## src/rtl/rv32_fxmadd_pipe_unit_if.sv

```systemverilog
// Handshake and data bundle for the fixed-point multiply-shift-add unit.
// The master issues ops and takes results; the slave is the unit itself.
interface rv32_fxmadd_pipe_unit_if #(
   parameter int XLEN    = 32,
   parameter int SCALE_W = $clog2(2*XLEN),
   parameter int TAG_W   = 5
);
   logic               in_valid;
   logic               in_ready;
   logic [XLEN-1:0]    mul_op_1;
   logic [XLEN-1:0]    mul_op_2;
   logic [XLEN-1:0]    add_op;
   logic [SCALE_W-1:0] scale;
   logic               round_en;
   logic               sat_en;
   logic [TAG_W-1:0]   in_tag;
   logic               out_valid;
   logic               out_ready;
   logic [XLEN-1:0]    result;
   logic [TAG_W-1:0]   out_tag;
   logic               overflow;

   modport master (
      output in_valid, mul_op_1, mul_op_2, add_op, scale, round_en, sat_en, in_tag, out_ready,
      input  in_ready, out_valid, result, out_tag, overflow
   );

   modport slave (
      input  in_valid, mul_op_1, mul_op_2, add_op, scale, round_en, sat_en, in_tag, out_ready,
      output in_ready, out_valid, result, out_tag, overflow
   );
endinterface

```

## src/rtl/rv32_fxmadd_pipe_unit.sv

```systemverilog
// Three-stage pipelined ((a*b) >>> scale) + c with optional rounding and saturation.
// Stages: S1 holds the product, S2 the rounded/shifted value, S3 the final result.
module rv32_fxmadd_pipe_unit #(
   parameter int XLEN         = 32,
   parameter int SCALE_W      = $clog2(2*XLEN),
   parameter int TAG_W        = 5,
   parameter bit LEGACY_TRUNC = 1'b0
) (
   input logic                    clk,
   input logic                    resetn,
   input logic                    flush,
   rv32_fxmadd_pipe_unit_if.slave bus
);
   localparam int PW = 2*XLEN;
   localparam int RW = 2*XLEN + 1;
   localparam int SW = 2*XLEN + 2;

   logic s1_valid, s2_valid, s3_valid;
   logic adv1, adv2, adv3, accept;

   logic signed [PW-1:0] s1_prod;
   logic [XLEN-1:0]      s1_c;
   logic [SCALE_W-1:0]   s1_scale;
   logic                 s1_round, s1_sat;
   logic [TAG_W-1:0]     s1_tag;

   logic signed [RW-1:0] s2_shifted;
   logic [XLEN-1:0]      s2_c;
   logic                 s2_sat;
   logic [TAG_W-1:0]     s2_tag;

   logic [XLEN-1:0]      s3_result;
   logic                 s3_ovf;
   logic [TAG_W-1:0]     s3_tag;

   logic signed [PW-1:0] full_prod, mul_prod;
   logic signed [RW-1:0] rnd_bias, rnd_in, shifted;
   logic signed [SW-1:0] sum;
   logic                 sum_ovf;
   logic [XLEN-1:0]      final_res;

   // Each stage moves forward when the stage after it is empty or draining itself.
   assign adv3   = s3_valid && bus.out_ready;
   assign adv2   = s2_valid && (!s3_valid || adv3);
   assign adv1   = s1_valid && (!s2_valid || adv2);
   assign bus.in_ready = !flush && (!s1_valid || adv1);
   assign accept = bus.in_valid && bus.in_ready;

   assign full_prod = $signed({{XLEN{bus.mul_op_1[XLEN-1]}}, bus.mul_op_1}) *
                      $signed({{XLEN{bus.mul_op_2[XLEN-1]}}, bus.mul_op_2});
   assign mul_prod  = LEGACY_TRUNC ? {{XLEN{full_prod[XLEN-1]}}, full_prod[XLEN-1:0]} : full_prod;

   always_comb begin
      rnd_bias = '0;
      if (s1_round && (s1_scale != '0)) begin
         rnd_bias = RW'(1) << (s1_scale - 1'b1);
      end
      rnd_in  = {s1_prod[PW-1], s1_prod} + rnd_bias;
      shifted = rnd_in >>> s1_scale;
   end

   // The sum fits in SW bits; it fits XLEN only when the bits above the XLEN sign agree with it.
   always_comb begin
      sum       = {s2_shifted[RW-1], s2_shifted} + {{(XLEN+2){s2_c[XLEN-1]}}, s2_c};
      sum_ovf   = sum[SW-1:XLEN-1] != {(SW-XLEN+1){sum[XLEN-1]}};
      final_res = sum[XLEN-1:0];
      if (s2_sat && sum_ovf) begin
         final_res = sum[SW-1] ? {1'b1, {(XLEN-1){1'b0}}} : {1'b0, {(XLEN-1){1'b1}}};
      end
   end

   always_ff @(posedge clk or negedge resetn) begin
      if (!resetn) begin
         s1_valid <= 1'b0;
         s2_valid <= 1'b0;
         s3_valid <= 1'b0;
      end else if (flush) begin
         s1_valid <= 1'b0;
         s2_valid <= 1'b0;
         s3_valid <= 1'b0;
      end else begin
         s1_valid <= accept || (s1_valid && !adv1);
         s2_valid <= adv1   || (s2_valid && !adv2);
         s3_valid <= adv2   || (s3_valid && !adv3);
      end
   end

   always_ff @(posedge clk or negedge resetn) begin
      if (!resetn) begin
         s1_prod    <= '0;
         s1_c       <= '0;
         s1_scale   <= '0;
         s1_round   <= 1'b0;
         s1_sat     <= 1'b0;
         s1_tag     <= '0;
         s2_shifted <= '0;
         s2_c       <= '0;
         s2_sat     <= 1'b0;
         s2_tag     <= '0;
         s3_result  <= '0;
         s3_ovf     <= 1'b0;
         s3_tag     <= '0;
      end else if (!flush) begin
         if (accept) begin
            s1_prod  <= mul_prod;
            s1_c     <= bus.add_op;
            s1_scale <= bus.scale;
            s1_round <= bus.round_en;
            s1_sat   <= bus.sat_en;
            s1_tag   <= bus.in_tag;
         end
         if (adv1) begin
            s2_shifted <= shifted;
            s2_c       <= s1_c;
            s2_sat     <= s1_sat;
            s2_tag     <= s1_tag;
         end
         if (adv2) begin
            s3_result <= final_res;
            s3_ovf    <= sum_ovf;
            s3_tag    <= s2_tag;
         end
      end
   end

   assign bus.out_valid = s3_valid;
   assign bus.result    = s3_result;
   assign bus.out_tag   = s3_tag;
   assign bus.overflow  = s3_ovf;
endmodule

```

## src/flat_wrapper.sv

```systemverilog
// flat-port wrapper written by rule: the top's interface ports become plain ports
module rv32_fxmadd_pipe_unit_flat 
#(
   parameter int XLEN         = 32,
   parameter int SCALE_W      = $clog2(2*XLEN),
   parameter int TAG_W        = 5,
   parameter bit LEGACY_TRUNC = 1'b0
)
  (clk, resetn, flush, bus_in_valid, bus_mul_op_1, bus_mul_op_2, bus_add_op, bus_scale, bus_round_en, bus_sat_en, bus_in_tag, bus_out_ready, bus_in_ready, bus_out_valid, bus_result, bus_out_tag, bus_overflow);
  rv32_fxmadd_pipe_unit_if #(.XLEN(XLEN), .SCALE_W(SCALE_W), .TAG_W(TAG_W)) bus_i ();
  input logic clk;
  input logic resetn;
  input logic flush;
  input wire logic [$bits(bus_i.in_valid)-1:0] bus_in_valid;
  input wire logic [$bits(bus_i.mul_op_1)-1:0] bus_mul_op_1;
  input wire logic [$bits(bus_i.mul_op_2)-1:0] bus_mul_op_2;
  input wire logic [$bits(bus_i.add_op)-1:0] bus_add_op;
  input wire logic [$bits(bus_i.scale)-1:0] bus_scale;
  input wire logic [$bits(bus_i.round_en)-1:0] bus_round_en;
  input wire logic [$bits(bus_i.sat_en)-1:0] bus_sat_en;
  input wire logic [$bits(bus_i.in_tag)-1:0] bus_in_tag;
  input wire logic [$bits(bus_i.out_ready)-1:0] bus_out_ready;
  output wire logic [$bits(bus_i.in_ready)-1:0] bus_in_ready;
  output wire logic [$bits(bus_i.out_valid)-1:0] bus_out_valid;
  output wire logic [$bits(bus_i.result)-1:0] bus_result;
  output wire logic [$bits(bus_i.out_tag)-1:0] bus_out_tag;
  output wire logic [$bits(bus_i.overflow)-1:0] bus_overflow;
  assign bus_i.in_valid = bus_in_valid;
  assign bus_i.mul_op_1 = bus_mul_op_1;
  assign bus_i.mul_op_2 = bus_mul_op_2;
  assign bus_i.add_op = bus_add_op;
  assign bus_i.scale = bus_scale;
  assign bus_i.round_en = bus_round_en;
  assign bus_i.sat_en = bus_sat_en;
  assign bus_i.in_tag = bus_in_tag;
  assign bus_i.out_ready = bus_out_ready;
  assign bus_in_ready = bus_i.in_ready;
  assign bus_out_valid = bus_i.out_valid;
  assign bus_result = bus_i.result;
  assign bus_out_tag = bus_i.out_tag;
  assign bus_overflow = bus_i.overflow;
  rv32_fxmadd_pipe_unit #(.XLEN(XLEN), .SCALE_W(SCALE_W), .TAG_W(TAG_W), .LEGACY_TRUNC(LEGACY_TRUNC)) u_core (.clk(clk), .resetn(resetn), .flush(flush), .bus(bus_i));
endmodule
```

## config.mk

```make
export PLATFORM = sky130hd
export DESIGN_NAME = rv32_fxmadd_pipe_unit_flat
export DESIGN_NICKNAME = d
export VERILOG_FILES = /design/src/rtl/rv32_fxmadd_pipe_unit_if.sv /design/src/rtl/rv32_fxmadd_pipe_unit.sv /design/src/flat_wrapper.sv
export SDC_FILE = /design/constraint.sdc
export NUM_CORES = 2
export LEC_CHECK = 0
export ABC_AREA = 1
export CAP_MARGIN = 5
export CORE_ASPECT_RATIO = 0.6
export CORE_MARGIN = 4
export CORE_UTILIZATION = 70
export CTS_CLUSTER_SIZE = 40
export DETAILED_ROUTE_END_ITERATION = 12
export GPL_TIMING_DRIVEN = 0
export PLACE_DENSITY = 0.95
export SLEW_MARGIN = 20
export SYNTH_ARGS = -nofsm -noshare
export SYNTH_HDL_FRONTEND = slang
export SYNTH_SLANG_ARGS = --single-unit
```

## constraint.sdc

```tcl
create_clock -name clk -period 7.3 [get_ports clk]
set_input_delay 1.46 -clock clk [delete_from_list [all_inputs] [get_ports clk]]
set_output_delay 1.46 -clock clk [all_outputs]
set_load 0.02 [all_outputs]
```

==> flow_summary.ini, run 1 <==
[floorplan]
die_w_um = 399.3
start_util = 0.7113
die_h_um = 242.8
rows = 85
ioPinCount = 154

[synthesis]
synth_warnings = 0
ys_types = 45
avgSynthCellArea_um2 = 6.754
synth_area_leaders = fa_1 (34%), nand2_1 (18%), inv_1 (14%)
syn_nets = 11030
synth_top_cell_area_share = 0.3375
ys_ff_latch = 253
netlist_instances = 9520
synth-async-reset-ratio = 1.000
syn_area_mm2 = 0.06430
synth_edf_count = 0
synth-seq-area-share = 0.09847
synth_ff_type = dfrtp_1
yosysTopAreaCell = fa_1

[placed_design]
place_area_mm2 = 0.06827
dp_hpwl_um = 223400
gp_congestion = 1.428
port-buffer-count = 153

[clocking]
clock_sinks = 253
htree_levels = 1
cts.path.max_buffers = 3
cts_root_buf = clkbuf_16
numCtsBuffers = 23

[run_status]
error = [ERROR GRT-0116] Global routing finished with congestion. Check the congestion regions in the DRC Viewer.
status = did not finish
stop_stage = global routing

[global_route]
grt_usage = 0.8817
grt_pass1_wl_um = 626300
overflow = 2526
grt_start_max_net_pins = 103
grt_pass1_vias = 91670
## metrics by stage
stage          std cells  setup slack, ps  setup TNS (ps)  hold WS (ps)
4_1_cts            11100           -725.0          -12900         483.1
3_5_place_dp       10890            -3346         -113490         457.4
3_3_place_gp       10890            -5701        -1531210         454.8
2_1_floorplan       9520           -756.1           -9758         442.2
## cells by family after synthesis
logic type,count (synthesis),share of synthesized area
adders and majority gates,1399,0.3988
buffers and inverters,2678,0.1573
and+or+nand+nor,4522,0.2846
DFF,253,0.09847
muxes,1,0.0001557
xor gates and xnor gates,98,0.01335
AOI/OAI and AO/OA,569,0.04737
## synthesized netlist by cell type, types with 8 or more instances
library cell  instances
and2_1                9
dfrtp_1             253
a31oi_1              25
or2_2                35
ha_1                315
o211ai_1             18
a21oi_1             246
o21a_1                8
nand4_1              52
buf_1                35
nand2_1            3162
xor2_1               62
nor3_1               42
o21ai_0             235
clkbuf_1            296
nand3_1             705
fa_1               1084
xnor2_1              36
inv_1              2318
nor2_1              472
o21bai_1             15
nor4_1               15
## layer usage
layer / overflow / GRT usage
met1: 425 / 0.8891
met2: 1050 / 0.9455
met3: 393 / 0.8523
met4: 611 / 0.8129
met5: 47 / 0.7143
## repair_timing
item	in CTS
resized for setup	1208
setup endpoints to repair	54
endpoints found under the hold margin	0
setup buffers	163
hold buffers	0
cloned	4
pin swaps	173
==> inputs of run 2 (changes only) <==
--- a/config.mk
+++ b/config.mk
@@ -7,13 +7,11 @@
 export LEC_CHECK = 0
 export ABC_AREA = 1
 export CAP_MARGIN = 5
-export CORE_ASPECT_RATIO = 0.6
 export CORE_MARGIN = 4
-export CORE_UTILIZATION = 70
-export CTS_CLUSTER_SIZE = 40
+export CORE_UTILIZATION = 40
 export DETAILED_ROUTE_END_ITERATION = 12
 export GPL_TIMING_DRIVEN = 0
-export PLACE_DENSITY = 0.95
+export PLACE_DENSITY_LB_ADDON = 0.15
 export SLEW_MARGIN = 20
 export SYNTH_ARGS = -nofsm -noshare
 export SYNTH_HDL_FRONTEND = slang
==> flow_summary.ini, run 2 <==
[global_route]
grt_pass1_vias = 64040
grt_start_max_net_pins = 96
antenna_found_initial = 11
grt_usage = 0.3677
grt_pass1_wl_um = 445700
overflow = 0

[floorplan]
die_w_um = 408.9
rows = 146
die_h_um = 408.9
ioPinCount = 154
core_area_mm2 = 0.1591
die_area_mm2 = 0.1672
start_util = 0.4041

[layout]
largest_register = u_core.s2_shifted
area_delta_synth_final_pct = 19.89
drive_gt1_frac = 0.1036
final_common_cell = nand2_1
finish.utilization = 0.4845
top_regs = u_core.s2_shifted x65, u_core.s1_prod x64
final_cell_mix = nand2_1 (3110), inv_1 (2258), fa_1 (1014)
nNetsFinal = 11420
largest_reg_flops = 65
stdcell_area_mm2 = 0.07709

[detailed_routing]
wl_per_cell_um = 25.84
ant_nets = 0
remaining_drc_errors = 0
dr.pass1.iters = 6
viasPerCell = 5.337
wl_um = 312200
via_count = 64480
drt_iter0_drc = 6562

[clocking]
ctsHoldBuffers = 0
cts.path.max_buffers = 3
tritoncts = yes
clock_sinks = 253
numCtsBuffers = 28
htree_levels = 1
cts_root_buf = clkbuf_16
clock_latency_ps = 610
clk_pin_slew_ps = 70

[synthesis]
synth_xor_area_frac = 0.01335
synthSimpleGateAreaFrac = 0.2846
synth_area_leaders = fa_1 (34%), nand2_1 (18%), inv_1 (14%)
synthAdderAreaFrac = 0.3988
synth-async-reset-ratio = 1.000
synth_top_family_by_area = adder cells
synthMuxAreaShare = 0.0001557
syn_area_mm2 = 0.06430
ys_types = 45
synth_top_cell_area_share = 0.3375
synth-compound-area-share = 0.04737
ys_top_cells_by_count = nand2_1 (3162), inv_1 (2318), fa_1 (1084), nand3_1 (705), nor2_1 (472)
syn_nets = 11030
ys_ff_latch = 253
synth_warnings = 0
netlist_instances = 9520
synth-seq-area-share = 0.09847
post-synth-top-count-cell = nand2_1
avgSynthCellArea_um2 = 6.754
synth_ff_type = dfrtp_1
yosysTopAreaCell = fa_1
synth_edf_count = 0

[setup_path]
cpPeakStageDelay_ps = 610
path_class = input pin to flop
cp_top_family = adder cells
path_depth = 29
cp.buffers_inverters = 11
critPathLaunchType = input pin
cp_common_cell = fa_1
worstPathRequired_ps = 7790
r2r.worst_path.cells = 34
worst-path-max-fanout = 10
cp-end-kind = flop
crit_arrival_ps = 8570
slowest_stage = fa_2

[timing]
finClkSkew_ps = 27.46
rsz0062_at_grt = yes
setup_tns_ps = -21200
tightestPinTransition_ps = 1268
max_freq_mhz = 123.7
min_period_over_period = 1.107
setup_ws_ps = -781.3
final_max_slew_viol_count = 0
hold_violations = 0
slew-limit-headroom = 0.1547
setup_viol = 43
min_period_ps = 8081

[min_path]
hold-path-cell-count = 2
hp-class = flop to flop

[placed_design]
dp_hpwl_um = 259600
port-buffer-count = 153
gp_congestion = 1.020
place_area_mm2 = 0.06947

[job]
maxCapViolCount = 0

[run_status]
status = finished with violations
violations = negative setup slack
==> run 2: cell counts after synthesis <==
No cell type changed its count.
==> run 2: logic make-up (layout without fill, tap and decap cells) <==
| logic type | count (synthesis) | in the layout |
|---|---|---|
| AOI/OAI and AO/OA | 569 | 569 |
| xor gates and xnor gates | 98 | 98 |
| adders and majority gates | 1399 | 1399 |
| buffers and inverters | 2678 | 3087 |
| DFF | 253 | 253 |
| muxes | 1 | 1 |
| other | 0 | 6 |
| and+or+nand+nor | 4522 | 4522 |
==> run 2: worst register-to-register path, delay by kind of cell, from the launching register on <==
family | cells | cell delay [ps]
simple gates | 24 | 4130
buf+inv | 7 | 1140
fa+ha+maj | 2 | 870
compound gates | 1 | 470
flops | 1 | 350
==> run 2: worst paths after layout <==
kind,from,end,slack (ps)
min in group asynchronous,resetn,u_core.bus.result[22]$_DFFE_PN0P_,610
max in group asynchronous,resetn,u_core.s1_prod[63]$_DFFE_PN0P_,5050
worst max-delay path,bus_mul_op_1[31],u_core.s1_prod[51]$_DFFE_PN0P_,-780
worst max register to register,u_core.s1_scale[0]$_DFFE_PN0P_,u_core.s2_shifted[10]$_DFFE_PN0P_,220
worst min register to register,u_core.s1_tag[4]$_DFFE_PN0P_,u_core.s1_tag[4]$_DFFE_PN0P_,470
worst min-delay path,u_core.s1_tag[4]$_DFFE_PN0P_,u_core.s1_tag[4]$_DFFE_PN0P_,470
==> run 2: metrics by stage <==
stage	hold WS (ps)	instances	setup WS (ps)
floorplan	442.2	9520	-756.1
global placement	460.2	11820	-6278
detailed placement	460.6	11820	-3324
CTS	477.1	12010	-738.8
global route	503.1	12080	-943.2
finish	473.9	12080	-781.3
==> run 2: area by class of cell <==
cell class | count | area, um^2
multi-input cells | 6589 | 50440
fillers | 16410 | 82020
well taps | 2146 | 2685
diodes | 6 | 15.01
repair buffers | 359 | 3438
inverters | 2331 | 8785
plain buffers | 346 | 4382
flip-flops and latches | 253 | 6332
clock inverters | 13 | 200.2
clock buffers | 38 | 808.3
==> run 2: layer usage <==
layer	part of all wire	GRT usage
met1	0.44	0.5267
met5	0.00026	0
met3	0.099	0.08231
met2	0.42	0.5495
met4	0.040	0.1206
==> run 2: what timing repair did <==
action | 4_1_cts | 5_1_grt
endpoints found under the setup margin | 54 | 56
setup buffers | 136 | 66
cloned | 5 | 0
resized for setup | 1216 | 237
pin swaps | 142 | 132
Power of run 2 is not shown: default switching activity piles up to over one toggle a cycle in this logic, so the estimate is an artifact.
